**src/rtl/mem_arbiter_pkg.sv**
```systemverilog
`default_nettype none
// ============================================================================
//  Module      : mem_arbiter_pkg
//  Description : Shared LC-3b types used by the physical-memory arbiter:
//                machine word, cache line and arbiter state encoding.
//  Revision    : 1.0 - initial release
// ============================================================================
package mem_arbiter_pkg;

    localparam int C_WORD_WIDTH = 16;
    localparam int C_LINE_WIDTH = 128;

    typedef logic [C_WORD_WIDTH-1:0] lc3b_word;
    typedef logic [C_LINE_WIDTH-1:0] lc3b_line;

    typedef enum logic [1:0] {
        IDLE    = 2'd0,
        SERVE_I = 2'd1,
        SERVE_D = 2'd2,
        DONE    = 2'd3
    } arb_state_t;

endpackage : mem_arbiter_pkg
`default_nettype wire

```
**src/rtl/mem_arbiter.sv**
```systemverilog
`default_nettype none
// ============================================================================
//  Module      : mem_arbiter
//  Description : Shares one physical-memory port between the instruction and
//                data caches. Data side wins ties (older instruction in MEM),
//                with a starvation limit that forces an I grant after
//                STARVE_LIMIT consecutive D grants while I was waiting.
//  Revision    : 1.0 - initial release
// ============================================================================
import mem_arbiter_pkg::*;

module mem_arbiter #(
    parameter int ADDR_WIDTH   = 16,
    parameter int LINE_WIDTH   = 128,
    parameter int STARVE_LIMIT = 4
) (
    input  logic                  clk,
    input  logic                  rst,
    // instruction cache side
    input  logic                  i_pmem_read,
    input  logic [ADDR_WIDTH-1:0] i_pmem_address,
    output logic [LINE_WIDTH-1:0] i_pmem_rdata,
    output logic                  i_pmem_resp,
    // data cache side
    input  logic                  d_pmem_read,
    input  logic                  d_pmem_write,
    input  logic [ADDR_WIDTH-1:0] d_pmem_address,
    input  logic [LINE_WIDTH-1:0] d_pmem_wdata,
    output logic [LINE_WIDTH-1:0] d_pmem_rdata,
    output logic                  d_pmem_resp,
    // shared memory side
    output logic                  pmem_read,
    output logic                  pmem_write,
    output logic [ADDR_WIDTH-1:0] pmem_address,
    output logic [LINE_WIDTH-1:0] pmem_wdata,
    input  logic [LINE_WIDTH-1:0] pmem_rdata,
    input  logic                  pmem_resp
);

    localparam int                c_cnt_w = $clog2(STARVE_LIMIT + 1);
    localparam logic [c_cnt_w-1:0] c_limit = c_cnt_w'(STARVE_LIMIT);

    arb_state_t              r_state;
    logic [c_cnt_w-1:0]      r_starve;
    logic                    r_op_write;
    logic [ADDR_WIDTH-1:0]   r_addr;
    logic [LINE_WIDTH-1:0]   r_wdata;

    logic                    w_d_req;
    logic                    w_grant_i;
    logic                    w_grant_d;
    logic                    w_serving;
    logic [c_cnt_w-1:0]      w_starve_next;

    // Grant selection: D wins ties unless I has waited through c_limit D grants.
    always_comb begin
        w_d_req   = d_pmem_read | d_pmem_write;
        w_grant_i = i_pmem_read & (~w_d_req | (r_starve == c_limit));
        w_grant_d = w_d_req & ~w_grant_i;
        if (!i_pmem_read) begin
            w_starve_next = '0;
        end else if (r_starve == c_limit) begin
            w_starve_next = r_starve;
        end else begin
            w_starve_next = r_starve + 1'b1;
        end
    end

    // Arbiter FSM with transaction latch and starvation counter, all updated at grant.
    always_ff @(posedge clk or posedge rst) begin
        if (rst) begin
            r_state    <= IDLE;
            r_starve   <= '0;
            r_op_write <= 1'b0;
            r_addr     <= '0;
            r_wdata    <= '0;
        end else begin
            case (r_state)
                IDLE: begin
                    if (w_grant_i) begin
                        r_state    <= SERVE_I;
                        r_op_write <= 1'b0;
                        r_addr     <= i_pmem_address;
                        r_wdata    <= '0;
                        r_starve   <= '0;
                    end else if (w_grant_d) begin
                        // A simultaneous read+write is treated as a write.
                        r_state    <= SERVE_D;
                        r_op_write <= d_pmem_write;
                        r_addr     <= d_pmem_address;
                        r_wdata    <= d_pmem_wdata;
                        r_starve   <= w_starve_next;
                    end
                end
                SERVE_I, SERVE_D: begin
                    if (pmem_resp) begin
                        r_state <= DONE;
                    end
                end
                DONE: begin
                    // Bubble cycle: lets the served cache drop its request.
                    r_state <= IDLE;
                end
                default: begin
                    r_state <= IDLE;
                end
            endcase
        end
    end

    // Downstream port is driven only from the grant latch; completion is routed to the owner.
    always_comb begin
        w_serving    = (r_state == SERVE_I) | (r_state == SERVE_D);
        pmem_read    = w_serving & ~r_op_write;
        pmem_write   = w_serving & r_op_write;
        pmem_address = r_addr;
        pmem_wdata   = r_wdata;
        i_pmem_resp  = (r_state == SERVE_I) & pmem_resp;
        d_pmem_resp  = (r_state == SERVE_D) & pmem_resp;
        i_pmem_rdata = i_pmem_resp ? pmem_rdata : '0;
        d_pmem_rdata = d_pmem_resp ? pmem_rdata : '0;
    end

`ifndef SYNTHESIS
    // Illegal request patterns from the caches.
    a_d_rw_exclusive : assert property (@(posedge clk) disable iff (rst)
        !(d_pmem_read && d_pmem_write));
    a_i_held : assert property (@(posedge clk) disable iff (rst)
        (r_state == SERVE_I) |-> i_pmem_read);
    a_d_held : assert property (@(posedge clk) disable iff (rst)
        (r_state == SERVE_D) |-> (d_pmem_read || d_pmem_write));
`endif

endmodule : mem_arbiter
`default_nettype wire

```
**config.mk**
```make
export PLATFORM = sky130hd
export DESIGN_NAME = mem_arbiter
export DESIGN_NICKNAME = d
export VERILOG_FILES = /design/src/rtl/mem_arbiter_pkg.sv /design/src/rtl/mem_arbiter.sv
export SDC_FILE = /design/constraint.sdc
export NUM_CORES = 1
export LEC_CHECK = 0
export ABC_AREA = 1
export CORE_AREA = 2 2 268 270
export DETAILED_ROUTE_END_ITERATION = 8
export DIE_AREA = 0 0 270 272
export GPL_ROUTABILITY_DRIVEN = 0
export PLACE_DENSITY_LB_ADDON = 0.05
export SETUP_SLACK_MARGIN = 0.05
export SYNTH_ARGS = -nofsm -noshare
export SYNTH_HDL_FRONTEND = slang
export SYNTH_SLANG_ARGS = --single-unit
export TNS_END_PERCENT = 30
```
**constraint.sdc**
```tcl
create_clock -name clk -period 9.48 [get_ports clk]
set_clock_uncertainty 0.1 [all_clocks]
set_input_delay 1.422 -clock clk [delete_from_list [all_inputs] [get_ports clk]]
set_output_delay 1.422 -clock clk [all_outputs]
set_load 0.02 [all_outputs]
```
# Yosys cells after proc, flatten, opt, wreduce, memory -nomap -nowiden
# Cells that the tools add are included.
totals:
  input_bits: 294
  word_cells: 47
  out_inout_bits: 404
  reg_bits: 150
op_classes:
  n_addsub: 1
  reduce_logical: 6
  eq_ne: 7
  muxes: 16
  bitwise: 12
op_table:
  columns: ["cell", "count"]
  rows:
  - ["$mux W128", 4]
  - ["$mux W16", 2]
  - ["$mux W3", 4]
  - ["$and A1 B1 Y1", 6]
  - ["$mux W2", 3]
  - ["$ne A3 B3 Y1 const B", 2]
  - ["$pmux W2 S3", 1]
  - ["$eq A2 B2 Y1 const B", 2]
  - ["$reduce_and A2 Y1", 2]
  - ["$add A3 B1 Y3 const B", 1]
  - ["$eq A3 B3 Y1 const B", 1]
  - ["$not A1 Y1", 3]
  - ["$or A1 B1 Y1", 3]
  - ["$reduce_and A3 Y1", 1]
  - ["$eq A2 B1 Y1 const B", 1]
  - ["$logic_not A2 Y1", 1]
  - ["$mux W1", 2]
  - ["$ne A2 B2 Y1 const B", 1]
  - ["$reduce_bool A2 Y1", 1]
  - ["$reduce_or A2 Y1", 1]

# Longest topological paths before layout
logic_depth:
  ltp_word: 9
  ltp_mapped: 10
  ltp_nobuf: 8

# Least setup slack after synthesis
# No wires, ideal clock.
synth_timing:
  path_kind: "in2out"
  start: "in pmem_resp"
  end: "out d_pmem_rdata[100]"
  cell_stages: 4
  arrival_ns: 2.203
  required_ns: 7.958
  path_slack_ns: 5.755
  n_path_buf: 2
  path_cell_list: "nand2_1 -> clkbuf_1 -> clkbuf_1 -> nor2_1"
synth_via:
  elab_chain_len: 2
synth_rtl:
  columns: ["element", "line", "text"]
  rows:
  - ["from (decl)", "mem_arbiter.sv:37", "input logic pmem_resp"]
  - ["$and A1 B1 Y1", "mem_arbiter.sv:119", "d_pmem_resp = (r_state == SERVE_D) & pmem_resp;"]
  - ["$mux W128", "mem_arbiter.sv:121", "d_pmem_rdata = d_pmem_resp ? pmem_rdata : '0;"]
  - ["to (decl)", "mem_arbiter.sv:29", "output logic [LINE_WIDTH-1:0] d_pmem_rdata,"]
# No other way between the ends.

# Worst setup path in the final report
layout_timing:
  start: "in pmem_resp"
  end: "out i_pmem_rdata[79]"
layout_via:
  elab_chain_len: 2
layout_rtl:
  columns: ["element", "line", "text"]
  rows:
  - ["$and A1 B1 Y1", "mem_arbiter.sv:118", "i_pmem_resp = (r_state == SERVE_I) & pmem_resp;"]
  - ["$mux W128", "mem_arbiter.sv:120", "i_pmem_rdata = i_pmem_resp ? pmem_rdata : '0;"]
  - ["to (decl)", "mem_arbiter.sv:22", "output logic [LINE_WIDTH-1:0] i_pmem_rdata,"]
# No other way between the ends.

==> results_dict.tcl <==
set metrics [dict create \
    cp_bufs_invs 3 \
    critPathRequiredTime_ns 7.96 \
    place_ws_ns 3.82 \
    placeable_core_region_mm2 0.0708 \
    syn_area_mm2 0.00798 \
    areaGrowthSynthToFinish_pct 105 \
    arrival_ns 4.05 \
    portBuffers 697 \
    design.die.area_mm2 0.0734 \
    max-slew-margin-rel_pct 25.9 \
    worstSetupStartpointType "primary input" \
    drc 0 \
    die-height_um 272 \
    layout.core_utilization_pct 23.2 \
    clock_sinks 150 \
    hold_violations 0 \
    hold_path.class "flip-flop to flip-flop" \
    numCtsBuffers 17 \
    worstSkewPairLatency_ns 0.47 \
    layoutNonFillerInstCount 2772 \
    dp.cells 2738 \
    worst_slew_pin_slew_ns 1.11 \
    final_max_slew_viol_count 0 \
    overflow 0 \
    number_of_buffers_between_clock_root_and_the_deepest_sink 2 \
    fin_total_pwr_mw 4.47 \
    ctsHoldBuffers 0 \
    nets 2107 \
    leakage_dissipation_nw 7.68 \
    final_critical_path_setup_slack_ns 3.90 \
    postSynthAreaPerCell_um2 6.88 \
    crit_path_max_incr_delay_ns 0.88 \
    totalWireLength_um 58600 \
    route.detailed.wl_per_inst_um 21.2 \
    setup.worst_path.end_class "output port" \
    die_w_um 270 \
    tritoncts_clock_tree "done" \
    fin_area_mm2 0.0164 \
    drt-pass1-iter-count 4 \
    timing.critical_path.mode_cell "clkdlybuf4s50_1" \
    vias_per_cell 3.55 \
    setup_total_negative_slack_ns 0 \
    clk_root_buf "clkbuf_16" \
    detail_route.iter0.violations 414 \
    critical_path.top_delay_family "buffers and inverters" \
    power_density_mw_per_mm2 273 \
    chain_of_cells_forming_the_critical_path "clkdlybuf4s50_1 > nand2_4 > buf_4 > nor2_1 > clkdlybuf4s50_1" \
    dp_hpwl_um 46000 \
    grt_pass1_wl_um 81100 \
    grtUsageTotal_pct 15.5 \
    initial_core_utilization_pct 11.3 \
    grt_max_degree 98 \
    grt_pass1_vias 10100 \
    fin_crit_sh_pct 58.8 \
    critical_path_class "primary input to output port" \
    placed_cell_area_mm2 0.0158 \
    cts.repair.resized 0 \
    hold-worst-slack_ns 0.375 \
    count_of_nets_left_with_antenna_violations_after_detail_routing 0 \
    dr_total_vias 9846 \
    cp_max_fo 97 \
    timing.max_cap.violations 0 \
    postCtsSetupRepairBufs 0 \
    crit_path_top_delay_cell "buf_4" \
    synth.yosys.warnings 0 \
    final_period_minus_worst_setup_slack_ns 5.58 \
    floorplan_row_count 98 \
    filler_cell_count 7934 \
    timing.final.setup_violations 0 \
    run_status "finished clean" \
    rsz0062_at_grt "false" \
    h_tree_levels 4 \
    power.ir.vdd_worst_uv 159 \
    post_synth_inst_count 1160 \
    antenna_found_initial 16 \
    yosys_register_bits 150 \
    drive_gt1_share_pct 2.59 \
    syn_nets 1460 \
    top_level_ports 698 \
    clk_pin_slew_worst_paths_ns 0.07 \
    ys_seq_area_share_pct 47.0 \
    clock.fmax_mhz 179 \
    post_synth_num_cell_types 17 \
]
## logic make-up (layout without fill, tap and decap cells)
logic type	Yosys count	in the layout	share of synthesized area, %
adders and majority gates	6	6	0.941
buffers and inverters	249	907	13.6
and+or+nand+nor	750	750	37.9
other	0	4	0
xor gates and xnor gates	1	1	0.110
DFF	150	150	47.0
AOI/OAI and AO/OA	4	4	0.392
## synthesized netlist by cell type, drive strengths merged
master / instances / area [um2]
xnor2: 1 / 8.76
nand3: 164 / 821
dfrtp: 150 / 3750
nor2: 261 / 980
or2: 1 / 6.26
buf: 50 / 338
o21ai: 4 / 31.3
nand2: 324 / 1220
ha: 6 / 75.1
clkbuf: 28 / 105
inv: 171 / 644
## area by class of cell
| class | instances | area (um2) | area share, % |
|---|---|---|---|
| inverter | 171 | 652 | 3.98 |
| clock inverter | 12 | 130 | 0.794 |
| clock buffer | 18 | 429 | 2.62 |
| sequential | 150 | 3750 | 22.9 |
| multi-input combinational | 761 | 3180 | 19.4 |
| timing repair buffer | 706 | 7040 | 43.0 |
| tap | 950 | 1190 | 7.25 |
| antenna | 4 | 10.0 | 0.0611 |
## tightest hold or removal path, cell delays in order, from the launching register on
cell	delay, ns
dfrtp_1	0.34
nand2_1	0.05
nand2_1	0.05
## power by group
group / leakage (nW) / internal, mW / switching [mW] / total (mW)
sequential: 1.88 / 0.939 / 0.160 / 1.10
clock: 0.272 / 0.384 / 0.316 / 0.700
combinational: 5.52 / 1.08 / 1.59 / 2.67
## final timing paths
kind | cells after the start | to | start | slack (ns)
max | 5 | i_pmem_rdata[79] | pmem_resp | 3.90
min | 2 | pmem_wdata[46] | pmem_wdata[46] | 0.38
max reg2reg | 7 | pmem_wdata[116] | r_state[0] | 6.09
min reg2reg | 2 | pmem_wdata[46] | pmem_wdata[46] | 0.38
max in group asynchronous | 4 | pmem_address[0] | rst | 6.04
min in group asynchronous | 2 | pmem_wdata[124] | rst | 1.25
## registers in the layout, summed over array words and instances (netlist names)
name / cells
r_starve: 3
r_op_write: 1
pmem_wdata: 128
r_state: 2
pmem_address: 16
## metal layers
layer  routed length, um  vias up  track usage [%]  share of wire [%]
met3                5440       54             7.15                9.3
met1               22700     4666             17.1                 39
li1                    -     4731                -                  -
met2               29900      377             27.6                 51
met5                 120        -                0               0.20
met4                 496       18             2.75               0.85
## cells in the final DEF (no fill, tap or decap), drive strengths merged, types with 6 or more instances in the layout
cell type / instances
dfrtp: 150
nor2: 261
clkbuf: 18
nand3: 164
inv: 173
buf: 9
clkdlybuf4s50: 697
clkinv: 6
ha: 6
nand2: 324
Power figures use the tool's default switching activity.
==> RTL edit: new RTL, config.mk and constraints unchanged <==
Encoding of `arb_state_t`: now one-hot (4 bits for 4 states).
--- a/src/rtl/mem_arbiter_pkg.sv
+++ b/src/rtl/mem_arbiter_pkg.sv
@@ -15,7 +15,7 @@
 
-    typedef enum logic [1:0] {
-        IDLE    = 2'd0,
-        SERVE_I = 2'd1,
-        SERVE_D = 2'd2,
-        DONE    = 2'd3
+    typedef enum logic [3:0] {
+        IDLE    = 4'b0001,
+        SERVE_I = 4'b0010,
+        SERVE_D = 4'b0100,
+        DONE    = 4'b1000
     } arb_state_t;
Formal check against the unedited RTL: no difference found for any inputs over 4 cycles, from zero or initial values and one cycle with rst high; so few cycles prove little.
==> RTL edit against the original RTL <==
- synthesized area increased by 0.97%
- die area stayed put
- sequential cell count grew 2
- first-iteration DRC count is 9.9% higher
- count of clock-buffer cells in the layout grew 3
- non-clock buffer count increased by 1
- setup slack better by 0.044 ns
- sequential share of layout area up 0.25 points
- wire length grew 2.0%
- design area grew 0.29%
- register-to-register slack improved by 0.38 ns
- total power down 7.9%
- critical path type unchanged
- largest cell class unchanged
==> RTL edit: results (changes against the original RTL) <==
status finished clean; top cells by area, synth dfrtp_1, nand2_1, nor2_1; Compound-Gate Fraction of Synth Area 0.00481 (+0.000894); net count after synthesis 1446 (-0.96%); vias 9888 (+0.43%); clk slew on worst S/H paths 0.07 ns (about the same); reg2reg start r_state[2]; drt first pass iters 5 (+1); Iter 0 DRT Violations 455 (+9.9%); initial antenna violation count 21 (+5); Final #Nets 2094 (-0.62%); GR Util All Layers 0.159 (+0.00354); CP peak stage delay 0.83 ns (-0.05 ns); HPWL after DPL 48.0 mm (+4.4%); Arr. time, crit path 4.01 ns (-0.04 ns); vias in the first global route 9969 (-0.91%); H-tree Lvls 4 (unchanged); sequential area share after synthesis 0.472 (+0.00184); XOR/XNOR Fraction of Synth Area 0 (-0.00110); hold wc startpoint pmem_address[1]; r2r endpoint pmem_wdata[13]; Leakage 7.60 nW (-1.0%); Routed WL 59.8 mm (+2.0%); FF-to-FF setup slack 6.47 ns (+0.38 ns); worst-path maximum fanout 87 (-10%); post-synthesis adder-cell area fraction 0.00311 (-0.00630); layout cells sized above 1 0.0271 (+0.00120); max_slew headroom 0.332 (+0.0722); Post-DP Area 15800 sq um (unchanged); Setup crit end i_pmem_rdata[59]; Hold Path Stages 2 (unchanged); mapped cell area 8060 sq um (+0.97%); largest net degree at the start of global routing 97 (-1.0%); synth unique cells 19 (+2); Fillers 7827 (-1.3%); Hold Crit Class reg -> reg; peak supply drop 0.154 mV (-3.1%); commonest cells in the netlist nand2_1, nor2_1, inv_1; first-pass GRT wire length 81.9 mm (+0.93%)
==> RTL edit: power by group <==
part / total, W / leakage [nW] / switching [W] / internal [W]
registers: 0.00112 / 1.90 / 0.000163 / 0.000958
logic: 0.00226 / 5.41 / 0.00134 / 0.000917
clock network: 0.000739 / 0.286 / 0.000333 / 0.000406
==> RTL edit: per-layer routing <==
metal	vias up	part of all wire	GRT usage
li1	4725	-	-
met2	431	0.51	0.285
met5	-	0.00080	0
met1	4646	0.37	0.169
met4	8	0.024	0.0456
met3	78	0.091	0.0695
==> RTL edit: worst min path at each step <==
stage | end | slack, ns
floorplan | r_state[2] | 0.36
global placement | pmem_wdata[94] | 0.36
detailed placement | pmem_wdata[91] | 0.36
CTS | pmem_wdata[107] | 0.38
global route | pmem_wdata[63] | 0.39
finish | pmem_address[1] | 0.38
==> RTL edit: kinds of logic (layout without fill, tap and decap cells) <==
group / Yosys count / in the layout
other: 0 / 7
flip-flops: 152 / 152
AO/OA/AOI/OAI: 7 / 7
adder cells (fa/ha/maj): 2 / 2
buffers and inverters: 235 / 896
AND/OR/NAND/NOR: 754 / 754
==> RTL edit: area by class of cell <==
class | instances | area, sq um | area share
Clock buffer | 21 | 460 | 0.0280
Tap cell | 950 | 1190 | 0.0723
Antenna cell | 7 | 17.5 | 0.00107
Multi-Input combinational cell | 763 | 3170 | 0.193
Inverter | 157 | 602 | 0.0366
Sequential cell | 152 | 3800 | 0.232
Timing Repair Buffer | 707 | 7050 | 0.429
Clock inverter | 11 | 139 | 0.00845
==> RTL edit: stage by stage <==
step	instances	setup slack, ns	hold WS (ns)	power [W]	utilization
finish	2768	3.95	0.378	0.00412	0.232
global route	2764	3.79	0.389	0.00444	0.232
CTS	2761	3.90	0.384	0.00423	0.232
detailed placement	2729	3.92	0.364	0.00345	0.224
global placement	2729	3.90	0.361	0.00345	0.224
floorplan	1150	3.87	0.363	0.00228	-
==> RTL edit: tightest hold or removal path: cells and delay by family, from the launching register on <==
family / cells / cell delay, ns
simple gates: 2 / 0.10
flops: 1 / 0.34
